### src/rtl/control_sequencer.sv
// ----------------------------------------------------------------------------
// control_sequencer
//   Multi-cycle fetch/decode/execute controller for the 16-bit accumulator
//   machine. Owns PC, IR, MAR, MBR and AC, sequences a synchronous single-port
//   memory with 1-cycle read latency and an external combinational ALU.
//
// Parameters
//   RESET_PC    PC value loaded on reset
//
// Ports
//   clk         rising-edge clock
//   reset_n     synchronous active-low reset
//   run         start request, sampled in IDLE only
//   mem_addr    memory address (PC in IDLE/FETCH/DECODE/HALT, MAR otherwise)
//   mem_wdata   memory write data (AC)
//   mem_we      memory write enable (STORE in EXEC only)
//   mem_rdata   memory read data, valid the cycle after the address
//   alu_op      ALU opcode decoded from IR[15:12]
//   alu_a       ALU operand 1 (AC)
//   alu_b       ALU operand 2 (MBR)
//   alu_result  ALU result (combinational)
//   pc, ac, ir  architectural register taps
//   halted      high while in HALT
//   instr_done  one-cycle pulse on the last cycle of every instruction
// ----------------------------------------------------------------------------
module control_sequencer #(
    parameter logic [15:0] RESET_PC = 16'h0000
) (
    input  logic        clk,
    input  logic        reset_n,
    input  logic        run,
    output logic [15:0] mem_addr,
    output logic [15:0] mem_wdata,
    output logic        mem_we,
    input  logic [15:0] mem_rdata,
    output logic [3:0]  alu_op,
    output logic [15:0] alu_a,
    output logic [15:0] alu_b,
    input  logic [15:0] alu_result,
    output logic [15:0] pc,
    output logic [15:0] ac,
    output logic [15:0] ir,
    output logic        halted,
    output logic        instr_done
);

    typedef enum logic [2:0] {
        S_IDLE, S_FETCH, S_DECODE, S_EXEC, S_READ, S_WB, S_HALT
    } state_t;

    localparam logic [3:0] OP_LOAD  = 4'h1;
    localparam logic [3:0] OP_STORE = 4'h2;
    localparam logic [3:0] OP_ADD   = 4'h3;
    localparam logic [3:0] OP_SUB   = 4'h4;
    localparam logic [3:0] OP_AND   = 4'h5;
    localparam logic [3:0] OP_OR    = 4'h6;
    localparam logic [3:0] OP_XOR   = 4'h7;
    localparam logic [3:0] OP_SHL   = 4'h8;
    localparam logic [3:0] OP_SHR   = 4'h9;
    localparam logic [3:0] OP_JUMP  = 4'hA;
    localparam logic [3:0] OP_JZ    = 4'hB;
    localparam logic [3:0] OP_LOADI = 4'hC;
    localparam logic [3:0] OP_CLEAR = 4'hD;
    localparam logic [3:0] OP_HALT  = 4'hF;

    state_t      state_q, state_d;
    logic [15:0] pc_q, pc_d;
    logic [15:0] ir_q, ir_d;
    logic [15:0] mar_q, mar_d;
    logic [15:0] mbr_q, mbr_d;
    logic [15:0] ac_q, ac_d;
    logic        halted_q, halted_d;

    logic [3:0]  op;
    logic        needs_read;

    assign op = ir_q[15:12];
    // LOAD and the memory-operand ALU ops take the READ/WB detour.
    assign needs_read = (op == OP_LOAD) || ((op >= OP_ADD) && (op <= OP_XOR));

    always_comb begin
        case (op)
            OP_ADD:  alu_op = 4'b0000;
            OP_SUB:  alu_op = 4'b0001;
            OP_AND:  alu_op = 4'b1000;
            OP_OR:   alu_op = 4'b1001;
            OP_XOR:  alu_op = 4'b1010;
            OP_SHL:  alu_op = 4'b0100;
            OP_SHR:  alu_op = 4'b0101;
            default: alu_op = 4'b0000;
        endcase
    end

    // NOTE: every next-state variable takes its hold value first, so no path
    // through the case below can leave one unassigned and infer a latch.
    always_comb begin
        state_d = state_q;
        pc_d    = pc_q;
        ir_d    = ir_q;
        mar_d   = mar_q;
        mbr_d   = mbr_q;
        ac_d    = ac_q;
        case (state_q)
            S_IDLE:   if (run) state_d = S_FETCH;
            S_FETCH:  state_d = S_DECODE;
            S_DECODE: begin
                ir_d    = mem_rdata;
                mar_d   = {4'h0, mem_rdata[11:0]};
                pc_d    = pc_q + 16'd1;
                state_d = S_EXEC;
            end
            S_EXEC: begin
                state_d = S_FETCH;
                if (needs_read) begin
                    state_d = S_READ;
                end else begin
                    case (op)
                        OP_SHL, OP_SHR: ac_d = alu_result;
                        OP_JUMP:        pc_d = mar_q;
                        OP_JZ:          if (ac_q == 16'h0000) pc_d = mar_q;
                        OP_LOADI:       ac_d = mar_q;
                        OP_CLEAR:       ac_d = 16'h0000;
                        OP_HALT:        state_d = S_HALT;
                        default:        ;
                    endcase
                end
            end
            S_READ: begin
                mbr_d   = mem_rdata;
                state_d = S_WB;
            end
            S_WB: begin
                ac_d    = (op == OP_LOAD) ? mbr_q : alu_result;
                state_d = S_FETCH;
            end
            S_HALT:   state_d = S_HALT;
            default:  state_d = S_IDLE;
        endcase
        halted_d = (state_d == S_HALT);
    end

    // NOTE: reset takes priority over the computed next state, so a reset
    // landing mid-instruction discards any pending register update.
    always_ff @(posedge clk) begin
        if (!reset_n) begin
            state_q  <= S_IDLE;
            pc_q     <= RESET_PC;
            ir_q     <= 16'h0000;
            mar_q    <= 16'h0000;
            mbr_q    <= 16'h0000;
            ac_q     <= 16'h0000;
            halted_q <= 1'b0;
        end else begin
            // NOTE: non-blocking assignments so every flop samples the values
            // computed from the same pre-edge state.
            state_q  <= state_d;
            pc_q     <= pc_d;
            ir_q     <= ir_d;
            mar_q    <= mar_d;
            mbr_q    <= mbr_d;
            ac_q     <= ac_d;
            halted_q <= halted_d;
        end
    end

    assign mem_addr   = ((state_q == S_EXEC) || (state_q == S_READ) || (state_q == S_WB))
                        ? mar_q : pc_q;
    assign mem_wdata  = ac_q;
    // Gated with reset_n so a reset arriving during STORE's EXEC blocks the write.
    assign mem_we     = reset_n && (state_q == S_EXEC) && (op == OP_STORE);
    assign instr_done = reset_n && (((state_q == S_EXEC) && !needs_read) || (state_q == S_WB));
    assign alu_a      = ac_q;
    assign alu_b      = mbr_q;
    assign pc         = pc_q;
    assign ac         = ac_q;
    assign ir         = ir_q;
    assign halted     = halted_q;

endmodule

### config.mk
export PLATFORM = sky130hd
export DESIGN_NAME = control_sequencer
export DESIGN_NICKNAME = d
export VERILOG_FILES = /design/src/rtl/control_sequencer.sv
export SDC_FILE = /design/constraint.sdc
export NUM_CORES = 1
export LEC_CHECK = 0
export ABC_AREA = 1
export ABC_CLOCK_PERIOD_IN_PS = 1520
export BUFFER_PORTS_ARGS = -buffer_cell sky130_fd_sc_hd__buf_2
export CORE_MARGIN = 4
export CORE_UTILIZATION = 44
export CTS_BUF_LIST = sky130_fd_sc_hd__clkbuf_8
export DETAILED_ROUTE_END_ITERATION = 10
export GPL_TIMING_DRIVEN = 0
export PLACE_DENSITY = 0.76
export SETUP_SLACK_MARGIN = 0.15
export SLEW_MARGIN = 15
export SYNTH_ARGS = -nofsm -noshare
export SYNTH_HDL_FRONTEND = slang
export SYNTH_SLANG_ARGS = --single-unit
### constraint.sdc
create_clock -name clk -period 1.52 [get_ports clk]
set_clock_uncertainty 0.1 [all_clocks]
set_input_delay 0.076 -clock clk [delete_from_list [all_inputs] [get_ports clk]]
set_output_delay 0.076 -clock clk [all_outputs]
set_load 0.1 [all_outputs]
Word level (Yosys, flattened, before mapping)
Index checks and enable logic that the tools add are counted.
{ "word_totals": {"reg_bits": 80, "in_bits": 35, "out_inout_bits": 119, "word_cells": 65} }
{ "op_classes": {"add_sub_neg": 1, "n_reduce_logical": 17, "eq_ne": 24, "mux": 14, "n_lt_le_gt_ge": 2} }
{ "op_table": {"columns": ["cell", "count"], "rows": [
  ["$pmux W16 S2", 3],
  ["$mux W16", 5],
  ["$pmux W16 S3", 1],
  ["$eq A4 B4 Y1 const B", 7],
  ["$pmux W4 S6", 1],
  ["$pmux W3 S7", 1],
  ["$add A16 B1 Y16 const B", 1],
  ["$eq A4 B3 Y1 const B", 4],
  ["$logic_not A16 Y1", 1],
  ["$eq A3 B3 Y1 const B", 4],
  ["$mux W3", 3],
  ["$eq A3 B2 Y1 const B", 2],
  ["$logic_and A1 B1 Y1", 5],
  ["$eq A4 B1 Y1 const B", 1],
  ["$eq A4 B2 Y1 const B", 1],
  ["$ge A4 B2 Y1 const B", 1],
  ["$le A4 B3 Y1 const B", 1],
  ["$logic_or A1 B1 Y1", 4],
  ["$ne A4 B1 Y1 const B", 1],
  ["$reduce_and A4 Y1", 1],
  ["$reduce_bool A2 Y1", 2],
  ["$eq A3 B1 Y1 const B", 1],
  ["$logic_not A3 Y1", 1],
  ["$ne A3 B1 Y1 const B", 1],
  ["other kinds (5)", 5]
]} }

Logic depth before layout (Yosys ltp)
Gate-level depths: netlist (run 1).
{ "depth": {"ltp_word": 7, "depth_mapped": 10, "depth_no_buf": 10} }

Worst setup path after synthesis (run 1)
OpenSTA, ideal clock, no wires.
{ "synth_path": {"kind": "flip-flop to output port", "from": "register ir_q[15], in the netlist ir[15]", "to": "output instr_done", "required_ps": 1344, "path_stages_with_launch": 5, "arrival_time_ps": 3780, "slack_ps": -2436, "cell_sequence": "dfxtp_1 > inv_1 > nand2_1 > o21ai_0 > a211oi_1"} }
{ "synth_via": {"elab_chain_len": 7, "elab_cells_between_ends": 9, "classes_between": "order compare: 2; eq/ne: 1; reduce/logical: 6"} }
{ "synth_rtl": {"columns": ["element", "line", "rtl"], "rows": [
  ["from (decl)", "68", "logic [15:0] ir_q, ir_d;"],
  ["from (signal assigned)", "158", "ir_q <= ir_d;"],
  ["$ge A4 B2 Y1 / $le A4 B3 Y1 (equally long branches)", "79", "assign needs_read = (op == OP_LOAD) || ((op >= OP_ADD) && (op <= OP_XOR));"],
  ["$logic_and A1 B1 Y1", "79", null],
  ["$logic_or A1 B1 Y1 (*)", "79", null],
  ["$logic_not A1 Y1 (*)", "171", "assign instr_done = reset_n && (((state_q == S_EXEC) && !needs_read) || (state_q == S_WB));"],
  ["$logic_and A1 B1 Y1 (*)", "171", null],
  ["$logic_or A1 B1 Y1 (*)", "171", null],
  ["$logic_and A1 B1 Y1 (*)", "171", null],
  ["to (decl)", "44", "output logic instr_done"]
]} }
Mark *: on every way between the ends. The rest lies on a longest branch, timed or not.

Worst setup path after layout (run 1)
{ "layout_path": {"from": "register state_q[1]", "to": "register pc_q[13], in the netlist pc[13]"} }
{ "layout_via": {"elab_chain_len": 3, "elab_cells_between_ends": 8, "classes_between": "eq/ne: 5; mux: 1; reduce/logical: 2"} }
{ "layout_rtl": {"columns": ["element", "line", "rtl"], "rows": [
  ["from (decl)", "66", "state_t state_q, state_d;"],
  ["from (signal assigned)", "156", "state_q <= state_d;"],
  ["$eq A3 B2 Y1", "103", "case (state_q)"],
  ["$ne A3 B1 Y1 (no source line), or another cell as far along", null, null],
  ["$reduce_and A4 Y1 (no source line)", null, null],
  ["to (signal assigned)", "157", "pc_q <= pc_d;"],
  ["to (decl)", "67", "logic [15:0] pc_q, pc_d;"]
]} }
Parallel ways exist; a longest one is shown, timed or not.
A chain may end at the register's enable or synchronous reset.

==> results.json, run 1 <==
{
  "outcome": "complete, but fails checks",
  "violations": "negative hold slack, negative setup slack",
  "fin_util_pct": 83.5,
  "firstDrtPassIters": 7,
  "pre_cts_slack_ns": -0.613,
  "cts.path.max_buffers": 2,
  "areaGrowthSynthToFinish_pct": 84.7,
  "r2r_start": "state_q[1]",
  "antenna_left": 0,
  "tns_ns": -14.68,
  "end_kind": "flop",
  "drc_errors": 0,
  "r2r_cells": 10,
  "maxSlewViolCount": 0,
  "max_slew.worst_pin.slew_ns": 0.863,
  "rows": 34,
  "cp.arrival_ns": 1.96,
  "synth_common_cells": "nor2_1 (125), nand2_1 (101), o21ai_0 (77), dfxtp_1 (68), inv_1 (68)",
  "synth_top_area_cell": "dfxtp_1",
  "yosys_warnings": 0,
  "drt_wl_total_mm": 18.0,
  "p_leak_nw": 3.39,
  "synth_seq_cells": 68,
  "r2r_end": "pc[13]",
  "final_cells": 971,
  "dieArea_um2": 10600,
  "slowest_delay_ns": 0.38,
  "finalWorstSetupSlack_ns": -0.357,
  "multi_input_area_um2": 2710,
  "relSlewSlack_pct": 42.5,
  "cts.clk_slew.worst_paths_ns": 0.08,
  "grt_pass1_wl_mm": 24.3,
  "drive_above_1_share_pct": 53.9,
  "htreeDepth": 3,
  "core_area_um2": 8760,
  "synthCells": 632,
  "clkSinkCount": 68,
  "drv_cap": 0,
  "insertion_delay_ns": 0.34,
  "synthesis.nets": 668,
  "synth_edf_count": 0,
  "numPortBuffers": 152,
  "place_congestion": 0.914,
  "finalCritPeriodShare_pct": 124,
  "die_y_um": 103,
  "period_needed_ns": 1.88,
  "antenna_found_initial": 0,
  "crit_cells": 10,
  "cp.required_ns": 1.61,
  "crit_family": "buffers and inverters",
  "drtIter0Drc": 528,
  "path_max_fanout": 4,
  "die_w_um": 103,
  "num_vias": 5426,
  "yosysMostFrequentCell": "nor2_1",
  "synthTopCellsByArea": "dfxtp_1 (34%), nor2_1 (12%), o21ai_0 (9.7%)",
  "synthArstFlopShare_pct": 0,
  "fmax_ghz": 0.533,
  "cp_num_buf_inv": 4,
  "place_hpwl_mm": 11.2,
  "startpoint_type": "flop",
  "numCtsBuffers": 9,
  "root_buffer": "clkbuf_8",
  "grt.overflow.total": 0,
  "crit_top_cell": "nor2_1",
  "netlist_area_um2": 3960,
  "power_mw": 6.24,
  "ys_types": 28,
  "vdd_drop_max_v": 0.000534,
  "critical_path.cell_chain": "inv_2, buf_4, buf_6, nor2_4, o21ai_4, a21oi_4, buf_6, nor2_1, nor2_1, nor2_1",
  "grt_max_degree": 12,
  "dp_cells": 892,
  "worstSetupPathType": "flop to flop",
  "rsz0062_at_grt": "yes",
  "cp_slowest_cell": "dfxtp_2",
  "synth_top_area_share_pct": 34.4,
  "register_area_um2": 1510,
  "synth-seq-area-share_pct": 34.4,
  "io-pin-count": 154,
  "hp-class": "primary input to flop",
  "startpoint": "state_q[1]",
  "critPathCapture": "pc[13]",
  "hold_viol_final": 1,
  "nets": 894,
  "avgSynthCellArea_um2": 6.27,
  "start_util_pct": 45.2,
  "antenna_cells": 0,
  "grt_pass1_vias": 4830,
  "fillers": 493,
  "setup_viol": 81,
  "ys.flop_type": "dfxtp_1",
  "wl_per_cell_um": 18.6,
  "hold_slack_ns": -0.00485,
  "r2r_slack_ns": -0.36,
  "cts_tree": "built",
  "grt_usage_pct": 29.5,
  "via_per_inst": 5.59,
  "p_per_area_nw_per_um2": 852
}
final cells by class:
cell class              count  share of cell area [%]
inverters                  73                    4.05
flip-flops and latches     68                    20.6
clock buffers              10                    1.88
plain buffers              60                    7.47
clock inverters             6                   0.684
multi-input cells         432                    37.0
well taps                 108                    1.85
repair buffers            214                    26.4
state kept, by name, indices dropped and copies added, names as in the netlist:
signal and count:
ir 16, alu_b 16, ac 16, halted 1
state_q 3, pc 16
per-stage QoR:
stage | hold WS [ns] | cell area (um2)
2_1_floorplan | 0.111 | 4510
5_1_grt | 0.0519 | 7320
4_1_cts | 0.00171 | 6730
3_5_place_dp | 0.223 | 5410
6_report | -0.00485 | 7320
3_3_place_gp | 0.221 | 5410
worst reg2reg max path: cells and delay by family, from the launching register on:
family                 cells  cell delay (ns)
buffers and inverters      4             0.48
flip-flops                 1             0.38
AND/OR/NAND/NOR            4             0.44
AO/OA/AOI/OAI              2             0.34
placed cells by master (no fill, tap or decap), types with 3 or more instances in the layout:
cell type      count
clkbuf_1           4
inv_4              3
nor2_2            20
a21oi_4            7
o21ai_1           25
dfxtp_2           41
nor2_4            18
nand2_8            3
o21ai_0           29
buf_12            28
dlygate4sd3_1     18
o211ai_1           3
nor2_1            92
nand4_1            5
o22ai_1           12
o21ai_2           13
o21ai_4           15
nand3_2            4
inv_2              7
buf_8              5
buf_4             87
a21oi_2           15
inv_1             64
buf_2             90
nand2_1           82
nand2_4            7
clkbuf_8          11
buf_6             25
nand3_1           36
a21oi_1           20
dfxtp_4           26
clkbuf_4           4
nand2_2           12
clkbuf_16          7
kinds of logic after synthesis:
group,synth area share [%]
adder cells (fa/ha/maj),0.316
buffers and inverters,16.2
AND/OR/NAND/NOR,29.5
XOR/XNOR,0.442
flip-flops,34.4
AO/OA/AOI/OAI,19.2
metal layers:
metal | vias up | global-route usage [%] | part of all wire (%)
met5 | - | 0 | 0
met4 | 0 | 9.96 | 3.0
met3 | 62 | 5.01 | 9.5
met2 | 357 | 49.4 | 50
met1 | 2540 | 38.5 | 38
li1 | 2467 | - | -
where the power goes:
part           switching [mW]  internal [mW]
Sequential              0.145           1.87
Combinational            1.95          0.789
Clock                   0.701          0.778
Total                    2.79           3.44
what timing repair did:
action,CTS,global route
endpoints found under the setup margin,124,97
hold endpoints to repair,34,0
hold buffers,18,0
pin swaps,16,20
buffers inserted,21,14
gates cloned,6,4
resized for setup,200,126
worst min path at each step:
stage	startpoint	to	slack, ns	cells after the start
detailed placement	mem_rdata[13]	alu_b[13]	0.22	3
global placement	mem_rdata[13]	alu_b[13]	0.22	3
finish	alu_result[14]	ac[14]	-0.005	5
CTS	alu_result[14]	ac[14]	0.002	5
global route	alu_result[14]	ac[14]	0.05	5
floorplan	mem_rdata[10]	alu_b[10]	0.11	2
Power figures use the tool's default switching activity.
==> run 2, diff against run 1 <==
--- a/config.mk
+++ b/config.mk
@@ -5,7 +5,6 @@
 export SDC_FILE = /design/constraint.sdc
 export NUM_CORES = 1
 export LEC_CHECK = 0
-export ABC_AREA = 1
 export ABC_CLOCK_PERIOD_IN_PS = 1520
 export BUFFER_PORTS_ARGS = -buffer_cell sky130_fd_sc_hd__buf_2
 export CORE_MARGIN = 4
@@ -13,7 +12,7 @@
 export CTS_BUF_LIST = sky130_fd_sc_hd__clkbuf_8
 export DETAILED_ROUTE_END_ITERATION = 10
 export GPL_TIMING_DRIVEN = 0
-export PLACE_DENSITY = 0.76
+export PLACE_DENSITY = 0.78
 export SETUP_SLACK_MARGIN = 0.15
 export SLEW_MARGIN = 15
 export SYNTH_ARGS = -nofsm -noshare
==> results.json, run 2 <==
{
  "synth_edf_count": 0,
  "synth_seq_cells": 68,
  "cts.path.max_buffers": 2,
  "synthesis.nets": 504,
  "synth-seq-area-share_pct": 37.7,
  "numCtsBuffers": 9,
  "synthArstFlopShare_pct": 0,
  "grt_max_degree": 14,
  "place_congestion": 0.882,
  "synthTopCellsByArea": "dfxtp_1 (38%), nand2_1 (10%), a21oi_1 (8.6%)",
  "die_w_um": 98.6,
  "grt.overflow.total": 290,
  "dp_cells": 723,
  "haltStage": "global routing (5_1_grt)",
  "yosys_warnings": 0,
  "ys.flop_type": "dfxtp_1",
  "outcome": "stopped before the end",
  "start_util_pct": 46.0,
  "pre_cts_slack_ns": -0.721,
  "die_y_um": 98.6,
  "avgSynthCellArea_um2": 7.72,
  "tool.error": "[ERROR GRT-0232] Routing congestion too high. Check the congestion heatmap in the GUI.",
  "io-pin-count": 154,
  "grt_usage_pct": 84.7,
  "synth_top_area_cell": "dfxtp_1",
  "synth_common_cells": "nand2_1 (101), dfxtp_1 (68), a21oi_1 (62), buf_4 (33), o21ai_0 (25)",
  "netlist_area_um2": 3610,
  "htreeDepth": 3,
  "ys_types": 49,
  "synth_top_area_share_pct": 37.7,
  "synthCells": 468,
  "postGrtWorstEndpoint": "pc[14]$_SDFFE_PN0P_/D",
  "clkSinkCount": 68,
  "rows": 32,
  "yosysMostFrequentCell": "nand2_1",
  "endpoint_type": "register data pin",
  "place_hpwl_mm": 9.83,
  "numPortBuffers": 153,
  "root_buffer": "clkbuf_8"
}
run 2: routing by layer:
| metal | overflow | GRT usage [%] |
|---|---|---|
| met5 | 0 | 16.4 |
| met4 | 118 | 90.9 |
| met3 | 3 | 68.9 |
| met2 | 167 | 103 |
| met1 | 2 | 82.6 |
run 2: logic make-up after synthesis:
logic type                 Yosys count  share of synthesized area (%)
DFF                                 68                           37.7
and+or+nand+nor                    183                           23.9
buffers and inverters               69                           11.5
xor gates and xnor gates             2                          0.485
muxes                               14                           4.29
adders and majority gates            1                          0.346
AOI/OAI and AO/OA                  131                           21.9
run 2: through the flow:
step | utilization, % | instance area (um2) | TNS, ns
floorplan | - | 4280 | -8.51
global placement | 65.9 | 5170 | -19.72
detailed placement | 65.9 | 5170 | -20.95
CTS | 89.9 | 7050 | -17.03
run 2: repair_timing:
item,CTS
resized for setup,248
cloned,5
buffers inserted,36
hold buffers,32
pin swaps,34
endpoints found under the setup margin,137
hold endpoints to repair,49
==> run 3, diff against run 2 <==
==> config.mk (replaced) <==
export PLATFORM = sky130hd
export DESIGN_NAME = control_sequencer
export DESIGN_NICKNAME = d
export VERILOG_FILES = /design/src/rtl/control_sequencer.sv
export SDC_FILE = /design/constraint.sdc
export NUM_CORES = 1
export LEC_CHECK = 0
export ABC_CLOCK_PERIOD_IN_PS = 2000
export BUFFER_PORTS_ARGS = -buffer_cell sky130_fd_sc_hd__buf_2
export CORE_MARGIN = 4
export CORE_UTILIZATION = 29
export DETAILED_ROUTE_END_ITERATION = 10
export GPL_TIMING_DRIVEN = 0
export PLACE_DENSITY_LB_ADDON = 0.15
export SLEW_MARGIN = 15
export SYNTH_ARGS = -nofsm -noshare
export SYNTH_HDL_FRONTEND = slang
export SYNTH_SLANG_ARGS = --single-unit
==> constraint.sdc (replaced) <==
create_clock -name clk -period 2 [get_ports clk]
set_clock_uncertainty 0.1 [all_clocks]
set_input_delay 0.1 -clock clk [delete_from_list [all_inputs] [get_ports clk]]
set_output_delay 0.1 -clock clk [all_outputs]
set_load 0.1 [all_outputs]
==> results.json, run 3 <==
{
  "outcome": "complete, but fails checks",
  "violations": "negative setup slack",
  "fin_util_pct": 49.3,
  "yosys_warnings": 0,
  "p_leak_nw": 2.75,
  "wl_per_cell_um": 16.7,
  "startpoint_type": "flop",
  "rows": 40,
  "p_per_area_nw_per_um2": 633,
  "synth_top_family_by_area": "simple AND/OR/NAND/NOR gates",
  "drt_wl_total_mm": 14.3,
  "place_congestion": 0.886,
  "place_hpwl_mm": 10.4,
  "drv_cap": 0,
  "cp.arrival_ns": 2.24,
  "drtIter0Drc": 220,
  "r2r_cells": 6,
  "via_per_inst": 4.87,
  "rsz0062_at_grt": "yes",
  "numCtsBuffers": 9,
  "synth_compound_area_share_pct": 21.9,
  "final_common_cell": "buf_2",
  "antenna_left": 0,
  "hp-class": "primary input to flop",
  "die_w_um": 120,
  "antenna_found_initial": 0,
  "htreeDepth": 3,
  "grt.overflow.total": 0,
  "avgSynthCellArea_um2": 7.72,
  "cp_slowest_cell": "or4_1",
  "start_util_pct": 29.8,
  "end_kind": "flop",
  "r2r_slack_ns": -0.08,
  "grt_max_degree": 13,
  "period_needed_ns": 2.08,
  "antenna_cells": 0,
  "crit_family": "simple AND/OR/NAND/NOR gates",
  "r2r_start": "ac[5]",
  "synth_seq_cells": 68,
  "cts.path.max_buffers": 2,
  "fmax_ghz": 0.481,
  "ys.flop_type": "dfxtp_1",
  "synth-seq-area-share_pct": 37.7,
  "grt_pass1_vias": 4085,
  "dieArea_um2": 14300,
  "path_max_fanout": 5,
  "worstSetupPathType": "flop to flop",
  "final_cells": 852,
  "areaGrowthSynthToFinish_pct": 65.1,
  "finalCritPeriodShare_pct": 104,
  "synth_common_cells": "nand2_1 (101), dfxtp_1 (68), a21oi_1 (62), buf_4 (33), o21ai_0 (25)",
  "cts_tree": "built",
  "synth-adder-area-share_pct": 0.346,
  "synthTopCellsByArea": "dfxtp_1 (38%), nand2_1 (10%), a21oi_1 (8.6%)",
  "maxSlewViolCount": 0,
  "cp_num_buf_inv": 1,
  "synthXorXnorAreaFrac_pct": 0.485,
  "synthArstFlopShare_pct": 0,
  "muxShareOfSynthArea_pct": 4.29,
  "slowest_delay_ns": 0.47,
  "vdd_drop_max_v": 0.000352,
  "io-pin-count": 154,
  "numPortBuffers": 153,
  "critical_path.cell_chain": "nor4_4, nand4_1, a21o_1, buf_6, or4_1, a21oi_1",
  "hold_start": "reset_n",
  "num_vias": 4145,
  "grt_pass1_wl_mm": 22.5,
  "synthCells": 468,
  "final_cell_mix": "buf_2 (138), nand2_1 (100), a21oi_1 (59), buf_4 (49), dfxtp_1 (34)",
  "pre_cts_slack_ns": -0.277,
  "synth_edf_count": 0,
  "dp_cells": 789,
  "core_area_um2": 12100,
  "drive_above_1_share_pct": 47.1,
  "root_buffer": "clkbuf_16",
  "whs_path_depth": 3,
  "grt_usage_pct": 19.7,
  "netlist_area_um2": 3610,
  "finalWorstSetupSlack_ns": -0.0803,
  "die_y_um": 120,
  "cp.required_ns": 2.16,
  "ys_types": 49,
  "max_slew.worst_pin.slew_ns": 0.631,
  "relSlewSlack_pct": 57.9,
  "setup_viol": 5,
  "hold_slack_ns": 0.0247,
  "hold_end": "pc[12]",
  "synth_top_area_share_pct": 37.7,
  "nets": 715,
  "yosysMostFrequentCell": "nand2_1",
  "insertion_delay_ns": 0.33,
  "drc_errors": 0,
  "hold_viol_final": 0,
  "r2r_end": "pc[14]",
  "power_mw": 3.78,
  "clkSinkCount": 68,
  "synthesis.nets": 504,
  "yosys.area_share.simple_pct": 23.9,
  "synth_top_area_cell": "dfxtp_1",
  "firstDrtPassIters": 4,
  "cts.clk_slew.worst_paths_ns": 0.06
}
-- run 3: cell counts after synthesis --
No cell type changed its count.
-- run 3: area by class of cell --
cell class | instances | area [um2]
buffer | 62 | 430
clock buffer | 9 | 225
clock inverter | 7 | 66.3
fill | 1218 | 6150
inverter | 5 | 18.8
multi-input combinational | 331 | 2090
sequential | 68 | 1470
tap | 168 | 210
timing repair buffer | 202 | 1460
-- run 3: tightest hold or removal path, delay by kind of cell --
kind | cells | cell delay [ns]
compound gates | 1 | 0.06
buf+inv | 2 | 0.26
-- run 3: worst max path at each step --
stage | from | to | cells past startpoint | slack, ns
after floorplan | pc[6] | pc[14] | 6 | -0.01
after global placement | ac[2] | pc[0] | 5 | -0.28
after detailed placement | ac[2] | pc[0] | 5 | -0.28
after CTS | ac[5] | pc[14] | 6 | -0.08
after global routing | ac[10] | pc[14] | 6 | -0.19
final | ac[5] | pc[14] | 6 | -0.08
-- run 3: stage by stage --
stage               instance area, um2  TNS (ns)
floorplan                         3790   -0.0136
global placement                  4770     -6.54
detailed placement                4770     -7.30
CTS                               5870    -0.134
global route                      5970     -1.08
finish                            5970    -0.185
-- run 3: kinds of logic after synthesis --
family	Yosys count
and+or+nand+nor	183
muxes	14
buffers and inverters	69
xor gates and xnor gates	2
AOI/OAI and AO/OA	131
adders and majority gates	1
DFF	68
-- run 3: per-layer routing --
metal | track usage (%) | vias to the layer above | wire (um)
met5 | 0 | - | 0
met4 | 4.80 | 0 | 159
met3 | 4.34 | 16 | 1090
met2 | 33.3 | 160 | 6780
met1 | 25.7 | 1918 | 6230
li1 | - | 2051 | -
-- run 3: repair_timing --
action / 4_1_cts / 5_1_grt
hold endpoints to repair: 46 / 0
gates resized for setup: 100 / 27
pin swaps: 10 / 10
hold buffers: 30 / 0
setup endpoints to repair: 60 / 60
gates cloned: 2 / 0
setup buffers: 13 / 6
-- run 3: power breakdown --
part	leakage [nW]	total [mW]	switching, mW	internal (mW)
Sequential	0.574	1.41	0.0507	1.36
Clock	0.145	1.58	0.619	0.960
Combinational	2.03	0.786	0.549	0.237
